**src/rtl/whack_pkg.sv**
```systemverilog
// Shared types and helpers for the Whac-A-Mole round sequencer.
// Holds the phase encoding and the per-round show-length rule.
package whack_pkg;

  localparam int NUM_HOLES_DEFAULT = 18;
  localparam int HOLE_IDX_W        = $clog2(NUM_HOLES_DEFAULT);

  typedef enum logic [1:0] {
    IDLE = 2'd0,
    SHOW = 2'd1,
    HIDE = 2'd2,
    DONE = 2'd3
  } state_t;

  // Show length shrinks by step each round.
  // A subtraction that would wrap below zero clamps to the floor.
  function automatic logic [31:0] show_ticks(
    input logic [31:0] round,
    input logic [31:0] init_ticks,
    input logic [31:0] step_ticks,
    input logic [31:0] min_ticks
  );
    logic [31:0] dec;
    logic [31:0] len;
    dec = round * step_ticks;
    if (dec > init_ticks) begin
      len = min_ticks;
    end else begin
      len = init_ticks - dec;
      if (len < min_ticks) len = min_ticks;
    end
    return len;
  endfunction

endpackage

```
**src/rtl/hit_scorer.sv**
```systemverilog
// Scores per-hole hit rises against the live mole bitmap.
// Tracks already-whacked holes and keeps two saturating counters.
module hit_scorer #(
  parameter int NUMBER_OF_HOLES = 18,
  parameter int SCORE_WIDTH     = 8
) (
  input  logic                       clk,
  input  logic                       reset,
  input  logic                       enable,
  input  logic                       clear_mask,
  input  logic                       clear_score,
  input  logic [NUMBER_OF_HOLES-1:0] hit,
  input  logic [NUMBER_OF_HOLES-1:0] mole_positions,
  output logic [SCORE_WIDTH-1:0]     score,
  output logic [SCORE_WIDTH-1:0]     misses
);

  localparam logic [31:0] SCORE_MAX = (32'd1 << SCORE_WIDTH) - 32'd1;

  logic [NUMBER_OF_HOLES-1:0] hit_q;
  logic [NUMBER_OF_HOLES-1:0] whacked_q, whacked_d;
  logic [NUMBER_OF_HOLES-1:0] rise, valid, miss;
  logic [SCORE_WIDTH-1:0]     score_q, score_d;
  logic [SCORE_WIDTH-1:0]     misses_q, misses_d;
  logic [31:0]                n_valid, n_miss;
  logic [31:0]                score_sum, misses_sum;

  always_comb begin
    rise  = hit & ~hit_q;
    valid = '0;
    miss  = '0;
    if (enable) begin
      valid = rise & mole_positions & ~whacked_q;
      miss  = rise & ~mole_positions;
    end
    n_valid = '0;
    n_miss  = '0;
    for (int i = 0; i < NUMBER_OF_HOLES; i++) begin
      n_valid = n_valid + 32'(valid[i]);
      n_miss  = n_miss + 32'(miss[i]);
    end
    score_sum  = 32'(score_q) + n_valid;
    misses_sum = 32'(misses_q) + n_miss;
    score_d    = (score_sum > SCORE_MAX) ? SCORE_MAX[SCORE_WIDTH-1:0] : score_sum[SCORE_WIDTH-1:0];
    misses_d   = (misses_sum > SCORE_MAX) ? SCORE_MAX[SCORE_WIDTH-1:0] : misses_sum[SCORE_WIDTH-1:0];
    whacked_d  = whacked_q | valid;
    if (clear_mask) whacked_d = '0;
    if (clear_score) begin
      score_d  = '0;
      misses_d = '0;
    end
  end

  always_ff @(posedge clk) begin
    if (reset) begin
      hit_q     <= '0;
      whacked_q <= '0;
      score_q   <= '0;
      misses_q  <= '0;
    end else begin
      hit_q     <= hit;
      whacked_q <= whacked_d;
      score_q   <= score_d;
      misses_q  <= misses_d;
    end
  end

  assign score  = score_q;
  assign misses = misses_q;

endmodule

```
**src/rtl/mole_round_controller.sv**
```systemverilog
// Round sequencer: times show/hide phases, shortens each show, counts rounds.
// Phase is visible on the registered outputs: mole_clk=SHOW, busy&~mole_clk=HIDE, game_over=DONE.
module mole_round_controller
  import whack_pkg::*;
#(
  parameter int NUMBER_OF_HOLES  = NUM_HOLES_DEFAULT,
  parameter int NUMBER_OF_ROUNDS = 20,
  parameter int SHOW_TICKS_INIT  = 50_000_000,
  parameter int SHOW_TICKS_STEP  = 2_000_000,
  parameter int SHOW_TICKS_MIN   = 10_000_000,
  parameter int HIDE_TICKS       = 25_000_000,
  parameter int SCORE_WIDTH      = 8
) (
  input  logic                                  clk,
  input  logic                                  reset,
  input  logic                                  start,
  input  logic [NUMBER_OF_HOLES-1:0]            hit,
  input  logic [NUMBER_OF_HOLES-1:0]            mole_positions,
  output logic                                  mole_clk,
  output logic                                  busy,
  output logic                                  game_over,
  output logic [$clog2(NUMBER_OF_ROUNDS+1)-1:0] round,
  output logic [SCORE_WIDTH-1:0]                score,
  output logic [SCORE_WIDTH-1:0]                misses
);

  localparam int RW = $clog2(NUMBER_OF_ROUNDS + 1);

  state_t        state_q;
  logic [31:0]   cnt_q;
  logic [RW-1:0] round_q;
  logic          mole_clk_q, busy_q, game_over_q;

  logic          start_ok, last_tick, final_round, enter_show;
  logic [RW-1:0] next_round;

  // start is a one-cycle pulse with no ready: accepted only in IDLE/DONE, dropped otherwise.
  assign start_ok    = start && ((state_q == IDLE) || (state_q == DONE));
  assign last_tick   = (cnt_q == 32'd1);
  assign next_round  = round_q + RW'(1);
  assign final_round = (next_round == RW'(NUMBER_OF_ROUNDS));
  assign enter_show  = start_ok || ((state_q == HIDE) && last_tick && !final_round);

  always_ff @(posedge clk) begin
    if (reset) begin
      state_q     <= IDLE;
      cnt_q       <= '0;
      round_q     <= '0;
      mole_clk_q  <= 1'b0;
      busy_q      <= 1'b0;
      game_over_q <= 1'b0;
    end else begin
      case (state_q)
        IDLE, DONE: begin
          if (start) begin
            state_q     <= SHOW;
            cnt_q       <= 32'(SHOW_TICKS_INIT);
            round_q     <= '0;
            mole_clk_q  <= 1'b1;
            busy_q      <= 1'b1;
            game_over_q <= 1'b0;
          end
        end
        SHOW: begin
          if (last_tick) begin
            state_q    <= HIDE;
            cnt_q      <= 32'(HIDE_TICKS);
            mole_clk_q <= 1'b0;
          end else begin
            cnt_q <= cnt_q - 32'd1;
          end
        end
        HIDE: begin
          if (last_tick) begin
            round_q <= next_round;
            if (final_round) begin
              state_q     <= DONE;
              cnt_q       <= '0;
              busy_q      <= 1'b0;
              game_over_q <= 1'b1;
            end else begin
              state_q    <= SHOW;
              cnt_q      <= show_ticks(32'(next_round), 32'(SHOW_TICKS_INIT),
                                       32'(SHOW_TICKS_STEP), 32'(SHOW_TICKS_MIN));
              mole_clk_q <= 1'b1;
            end
          end else begin
            cnt_q <= cnt_q - 32'd1;
          end
        end
        default: state_q <= IDLE;
      endcase
    end
  end

  hit_scorer #(
    .NUMBER_OF_HOLES(NUMBER_OF_HOLES),
    .SCORE_WIDTH    (SCORE_WIDTH)
  ) u_hit_scorer (
    .clk           (clk),
    .reset         (reset),
    .enable        (state_q == SHOW),
    .clear_mask    (enter_show),
    .clear_score   (start_ok),
    .hit           (hit),
    .mole_positions(mole_positions),
    .score         (score),
    .misses        (misses)
  );

  assign mole_clk  = mole_clk_q;
  assign busy      = busy_q;
  assign game_over = game_over_q;
  assign round     = round_q;

endmodule

```
**config.mk**
```make
export PLATFORM = sky130hd
export DESIGN_NAME = mole_round_controller
export DESIGN_NICKNAME = d
export VERILOG_FILES = /design/src/rtl/whack_pkg.sv /design/src/rtl/hit_scorer.sv /design/src/rtl/mole_round_controller.sv
export SDC_FILE = /design/constraint.sdc
export NUM_CORES = 1
export LEC_CHECK = 0
export ABC_AREA = 1
export BUFFER_PORTS_ARGS = -buffer_cell sky130_fd_sc_hd__buf_2
export CAP_MARGIN = 20
export CELL_PAD_IN_SITES_DETAIL_PLACEMENT = 0
export CELL_PAD_IN_SITES_GLOBAL_PLACEMENT = 2
export CORE_ASPECT_RATIO = 0.9
export CORE_MARGIN = 2
export CORE_UTILIZATION = 37
export CTS_BUF_LIST = sky130_fd_sc_hd__clkbuf_16
export DETAILED_ROUTE_END_ITERATION = 8
export PLACE_DENSITY_LB_ADDON = 0.1
export RECOVER_POWER = 25
export REMOVE_ABC_BUFFERS = 1
export SETUP_SLACK_MARGIN = 0.15
export SYNTH_ARGS = -nofsm -noshare
export SYNTH_HDL_FRONTEND = slang
export SYNTH_SLANG_ARGS = --single-unit
```
**constraint.sdc**
```tcl
create_clock -name clk -period 11.3 [get_ports clk]
set_input_delay 1.13 -clock clk [delete_from_list [all_inputs] [get_ports clk]]
set_output_delay 1.13 -clock clk [all_outputs]
set_load 0.02 [all_outputs]
```
==> metrics, run 1 <==
Fmax=0.1541 GHz; FF+latch count, synth=94; Rel. slew slack=-0.5669; Clock Pin Slew Worst Setup and Hold Paths=0.07 ns; Crit path max-delay family=adder cells; Min Hold Slack=0.4482 ns; Synthesis Warnings=0; Top Ports=63; design area=8610 µm²; fraction of layout cells with a size suffix above 1=0.09536; Tmin final=6.488 ns; DR vias/cell=4.727; R2R cell count=24; outcome=finished with violations; crit-path cells=inv_1, ha_1, inv_1, nor4_1, ha_1, inv_1, fa_1, fa_1, fa_1, fa_1, fa_1, inv_1, ha_1, fa_1, nand2_1, inv_1, o21ai_0, nand2_1, a21oi_1, o21ai_0, nand2_1, a21oi_1, inv_1, a21oi_1; unrepaired setup endpoints after global routing=false; leading cell types in the layout, fill and taps excluded=nand2_1, inv_1, nor2_1, dfxtp_1, a21oi_1; Worst Path Arrival=6.72 ns; pwr dens=205.9 nW/µm²; ANT cells=0; Placed Cells=1,456; critical path capture point type=register; vias in the first global route=6,555; Synth area leaders=dfxtp_1, ha_1, nand2_1; Critical path origin=state_q[1]$_SDFFE_PP0P_; worst vdd ir=0.07038 mV; Setup CP Type=reg2reg; Overall Global Routing Usage=0.1935; startpoint types=register; # resized after CTS=0; slew at the pin closest to its max-slew limit=2.350 ns; hold_buf cts=0; fin crit share=0.5742; Sink Count=94; Min-Delay Path Depth=2; Power Total=1.773 mW; hold_sp=u_hit_scorer.whacked_q[3]$_SDFF_PP0_; die width=156.8 µm; Mapped Cells=1,125; Post-synth ARST share=0; max cap viols=1; Remaining DRCs=0; final wirelength=20,590 µm; Worst Path Required=11.53 ns; dpl hpwl=16,560 µm; clock root buffer=clkbuf_16; drt pass-1 iters=6; synthesized area per cell=6.909 µm²; Final Max Slew Viols=45; EDFF count, synth=0; register area share after synthesis=0.2421; filler instances=2,228; Non-Filler Instances=1,471; Core Area=20,710 µm²; DP Area=8341 µm²; first-pass GRT wire length=33,810 µm; CP bufs+invs=6; RR Endpoint=u_hit_scorer.misses[3]$_SDFF_PP0_; most common cell after layout, fill and taps aside=nand2_1; post-synth top area cell=dfxtp_1; Max Clock Skew=0.01419 ns; reg2reg start=state_q[1]$_SDFFE_PP0P_; postcts setup bufs=0; Netlist cell types=46; Hold Vio Cnt, Final=0; depth of the CTS H-tree=3; Starting DRT DRC Count=271; reg2reg setup slack=4.81 ns; CP max stage delay=0.54 ns; vias=6,953; worst min-delay path class=reg2reg; CP max stage cell=fa_1; Port Buf Inserts=62; failing checks=max-capacitance violations, max-slew violations; ys flop type=dfxtp_1; row count=50; TritonCTS clock tree=yes; Skew-Pair Late Insertion Delay=0.36 ns; pin count of the biggest net entering global routing=45; initial antenna violation count=0; die area=22,180 µm²; final setup fails=0; wire per inst=14.00 µm; crit-path max FO=24; Nets=1,327; GPL Wtd Cong=0.8170; share of the synthesized area in the top cell type=0.2421; leakage power=4.483 nW; total gr overflow=0; Die Ht=141.5 µm; mapped cell area=7772 µm²; Setup TNS Final=0 ns; TritonCTS Buffers=9; Layout area overhead=10.77%; initial core utilization=0.3753; DRT antenna net count=0; Hold Path End=u_hit_scorer.whacked_q[3]$_SDFF_PP0_; CTS max path bufs=2
## cell families (layout without fill, tap and decap cells)
family	Yosys count	count (layout)	synth area share
flops	94	94	0.2421
simple gates	520	520	0.3034
xor+xnor	32	32	0.03944
fa+ha+maj	107	107	0.1993
compound gates	148	148	0.1016
buf+inv	224	284	0.1141
## how the worst max path moves through the flow
stage	slack, ns	depth (start not counted)	endpoint
floorplan	5.49	24	u_hit_scorer.score[2]$_SDFF_PP0_
CTS	4.77	24	u_hit_scorer.misses[3]$_SDFF_PP0_
global route	4.26	24	u_hit_scorer.misses[1]$_SDFF_PP0_
global placement	4.93	24	u_hit_scorer.misses[6]$_SDFF_PP0_
detailed placement	4.79	24	u_hit_scorer.misses[3]$_SDFF_PP0_
finish	4.81	24	u_hit_scorer.misses[3]$_SDFF_PP0_
## sequential cells by signal, indices dropped and copies added (netlist names)
name,cells
state_q,2
u_hit_scorer.misses,8
mole_clk,1
busy,1
u_hit_scorer.whacked_q,18
game_over,1
u_hit_scorer.hit_q,18
cnt_q,32
u_hit_scorer.score,8
round,5
## through the flow
stage | setup slack (ns) | utilization
6_report | 4.812 | 0.4158
5_1_grt | 4.263 | 0.4158
4_1_cts | 4.772 | 0.4166
3_5_place_dp | 4.790 | 0.4028
3_3_place_gp | 4.927 | 0.4028
2_1_floorplan | 5.487 | -
## power breakdown
part	leakage [nW]	internal [mW]	switching [mW]
clock network	0.141	0.170	0.138
registers	0.769	0.387	0.0555
logic	3.57	0.344	0.678
total	4.48	0.902	0.871
## cells in the mapped netlist (all sizes together), types with 2 or more instances
| cell type | number |
|---|---|
| a211oi | 2 |
| a21oi | 92 |
| buf | 3 |
| clkbuf | 14 |
| clkinv | 2 |
| dfxtp | 94 |
| fa | 28 |
| ha | 79 |
| inv | 203 |
| nand2 | 247 |
| nand3 | 81 |
| nand3b | 9 |
| nand4 | 24 |
| nor2 | 123 |
| nor3 | 23 |
| nor4 | 11 |
| o21ai | 43 |
| o21bai | 3 |
| o22ai | 3 |
| xnor2 | 9 |
| xor2 | 23 |
## area by class of cell
type / count / area (µm²) / area share
timing repair buffer: 64 / 307.8 / 0.03575
sequential: 94 / 1882 / 0.2186
clock buffer: 9 / 225.2 / 0.02616
clock inverter: 6 / 61.31 / 0.007121
inverter: 205 / 769.5 / 0.08938
multi-input combinational: 807 / 5006 / 0.5815
tap: 286 / 357.8 / 0.04156
## worst min-delay path, cell delays in order (launching register included)
cell     delay (ns)
dfxtp_1        0.31
inv_1          0.05
a21oi_1        0.05
## layer usage
layer / GRT usage / share of wire / vias up
met3: 0.02871 / 0.024 / 12
li1: - / - / 3707
met5: 0 / 0 / -
met1: 0.2937 / 0.55 / 3156
met4: 0.03477 / 0.0075 / 0
met2: 0.2913 / 0.41 / 78
(Power assumes the default switching activity.)
==> run 2: changes to the inputs <==
Settings changed: CORE_UTILIZATION 37 to 35.
Clock period 11.3 ns to 6.75 ns, I/O delays scaled along.
==> run 2 against run 1 <==
Compared with the run above: the flow still finishes with violations (max-capacitance violations, max-slew violations); critical path depth is the same; critical path type unchanged; design area grew 0.87%; worst setup slack lost 4.1 ns; total power grew 73%; highest routed layer unchanged.
==> metrics, run 2 (same netlist as run 1, synthesis figures left out) <==
row count=51 (was 50); Pint=1.598 mW (was 901.9 µW); vias in the first global route=6,804 (was 6,555); Largest register FFs=32 (unchanged); die area=23,420 µm² (was 22,180 µm²); CP max stage cell=fa_1 (unchanged); final setup fails=0 (unchanged); Setup TNS Final=0 ns (unchanged); Nets=1,330 (was 1,327); Setup CP Type=reg2reg (unchanged); fraction of layout cells with a size suffix above 1=0.09596 (was 0.09536); Remaining DRCs=0 (unchanged); hold_buf cts=0 (unchanged); initial core utilization=0.3582 (was 0.3753); leakage power=4.516 nW (was 4.483 nW); Max Clock Skew=0.01445 ns (was 0.01419 ns); vias=6,932 (was 6,953); most common cell after layout, fill and taps aside=nand2_1 (unchanged); DRT antenna net count=0 (unchanged); postcts setup bufs=0 (unchanged); Top Layer Used=met4 (unchanged); Port Buf Inserts=62 (unchanged); fin crit share=0.8913 (was 0.5742); Skew-Pair Late Insertion Delay=0.35 ns (was 0.36 ns); wire per inst=14.25 µm (was 14.00 µm); WL met1=11,690 µm (was 11,430 µm); final wirelength=21,080 µm (was 20,590 µm); initial antenna violation count=0 (unchanged); CP bufs+invs=6 (unchanged); unrepaired setup endpoints after global routing=false (unchanged); drt pass-1 iters=4 (was 6); Psw=1.467 mW (was 871.0 µW); worst min-delay path class=reg2reg (unchanged); Worst Path Required=6.99 ns (was 11.53 ns); GPL Wtd Cong=0.8068 (was 0.8170); Layout area overhead=11.74% (was 10.77%); total gr overflow=0 (unchanged); startpoint types=register (unchanged); Starting DRT DRC Count=317 (was 271); routed wl met2=8693 µm (was 8514 µm); TritonCTS clock tree=yes (unchanged); pwr dens=352.9 nW/µm² (was 205.9 nW/µm²); Hold Vio Cnt, Final=0 (unchanged); Die Ht=145.4 µm (was 141.5 µm); Top Registers=cnt_q x32, u_hit_scorer.hit_q x18, u_hit_scorer.whacked_q x18 (unchanged); CTS max path bufs=2 (unchanged); Min Hold Slack=0.4492 ns (was 0.4482 ns); Reg power frac=0.239 (was 0.250); crit-path cells=inv_1, ha_1, inv_1, buf_4, nor3_1, nand3_1, fa_1, fa_1, fa_1, fa_1, fa_1, inv_1, ha_1, fa_1, nand2_1, inv_1, o21ai_0, nand2_1, a21oi_1, o21ai_0, nand2_1, a21oi_1, o21ai_0, inv_1 (was inv_1, ha_1, inv_1, nor4_1, ha_1, inv_1, fa_1, fa_1, fa_1, fa_1, fa_1, inv_1, ha_1, fa_1, nand2_1, inv_1, o21ai_0, nand2_1, a21oi_1, o21ai_0, nand2_1, a21oi_1, inv_1, a21oi_1); Fmax=0.1662 GHz (was 0.1541 GHz); depth of the CTS H-tree=3 (unchanged); Most common cell on crit path=fa_1; failing checks=max-capacitance violations, max-slew violations (unchanged); critical path capture point type=register (unchanged); max cap viols=1 (unchanged); die width=161.1 µm (was 156.8 µm); sw frac=0.4786 (was 0.4913); Power Total=3.065 mW (was 1.773 mW); Worst Path Arrival=6.26 ns (was 6.72 ns); CP max stage delay=0.55 ns (was 0.54 ns); # resized after CTS=0 (unchanged); dpl hpwl=17,070 µm (was 16,560 µm); Clock Pin Slew Worst Setup and Hold Paths=0.07 ns (about the same); Final Max Slew Viols=45 (unchanged); ANT cells=0 (unchanged); first-pass GRT wire length=35,070 µm (was 33,810 µm); slew at the pin closest to its max-slew limit=2.351 ns (was 2.350 ns); DR vias/cell=4.687 (was 4.727); clock share of power=0.193 (was 0.174); Sink Count=94 (unchanged); pin count of the biggest net entering global routing=45 (unchanged); Biggest register=cnt_q (unchanged); Gate power share=0.568 (was 0.577); Tmin final=6.016 ns (was 6.488 ns); outcome=finished with violations (unchanged); Core Area=21,700 µm² (was 20,710 µm²); crit-path max FO=14 (was 24); Rel. slew slack=-0.5675 (was -0.5669); clock root buffer=clkbuf_16 (unchanged); met3 wire length=529 µm (was 495 µm); leading cell types in the layout, fill and taps excluded=nand2_1, inv_1, nor2_1, dfxtp_1, a21oi_1 (unchanged); TritonCTS Buffers=9 (unchanged); Top Ports=63 (unchanged); worst vdd ir=0.1325 mV (was 0.07038 mV); Core Util, Final=0.4003 (was 0.4158); Crit path max-delay family=adder cells (unchanged); Overall Global Routing Usage=0.1848 (was 0.1935)
run 2: cell count changes in the layout (fill, tap and decap cells not counted):
cell       change
nor2_1         +1
clkinv_2       -3
clkinv_1       +1
nor2_2         -1
buf_4          +3
bufinv_16      +2
run 2: final timing paths:
kind,from,endpoint,slack (ns),depth (start not counted)
max,state_q[1]$_SDFFE_PP0P_,u_hit_scorer.score[1]$_SDFF_PP0_,0.73,24
min,u_hit_scorer.whacked_q[3]$_SDFF_PP0_,u_hit_scorer.whacked_q[3]$_SDFF_PP0_,0.45,2
max reg2reg,state_q[1]$_SDFFE_PP0P_,u_hit_scorer.score[1]$_SDFF_PP0_,0.73,24
min reg2reg,u_hit_scorer.whacked_q[3]$_SDFF_PP0_,u_hit_scorer.whacked_q[3]$_SDFF_PP0_,0.45,2
run 2: layout make-up:
class | instances | area, µm²
multi-input cells | 807 | 5004
flip-flops and latches | 94 | 1882
inverters | 205 | 769.5
repair buffers | 67 | 330.3
clock buffers | 9 | 225.2
fillers | 2406 | 13010
well taps | 291 | 364.1
clock inverters | 6 | 110.1
run 2: stage by stage:
| step | cells | worst slack, ns | instance area (µm²) |
|---|---|---|---|
| 3_3_place_gp | 1464 | 0.8154 | 8367 |
| 3_5_place_dp | 1464 | 0.7199 | 8367 |
| 4_1_cts | 1479 | 0.7137 | 8702 |
| 6_report | 1479 | 0.7338 | 8685 |
| 5_1_grt | 1479 | 0.2338 | 8685 |
| 2_1_floorplan | 1106 | 1.121 | 7655 |
run 2: power by group through the flow:
stage	Combinational, mW	Sequential [mW]	Clock [mW]
6_report	1.74	0.733	0.590
5_1_grt	2.01	0.746	0.628
4_1_cts	1.76	0.732	0.608
3_5_place_dp	1.74	0.744	0
3_3_place_gp	1.76	0.746	0
2_1_floorplan	1.26	0.743	0
run 2: tightest hold or removal path: cells and delay by family (launching register included):
kind	cells	cell delay [ns]
flip-flops	1	0.31
buffers and inverters	1	0.05
AO/OA/AOI/OAI	1	0.05
run 2: metal layers:
layer | GRT usage | vias to the layer above
met1 | 0.2864 | 3110
met2 | 0.2736 | 87
li1 | - | 3721
met4 | 0.02813 | 0
met3 | 0.02821 | 14
met5 | 0 | -
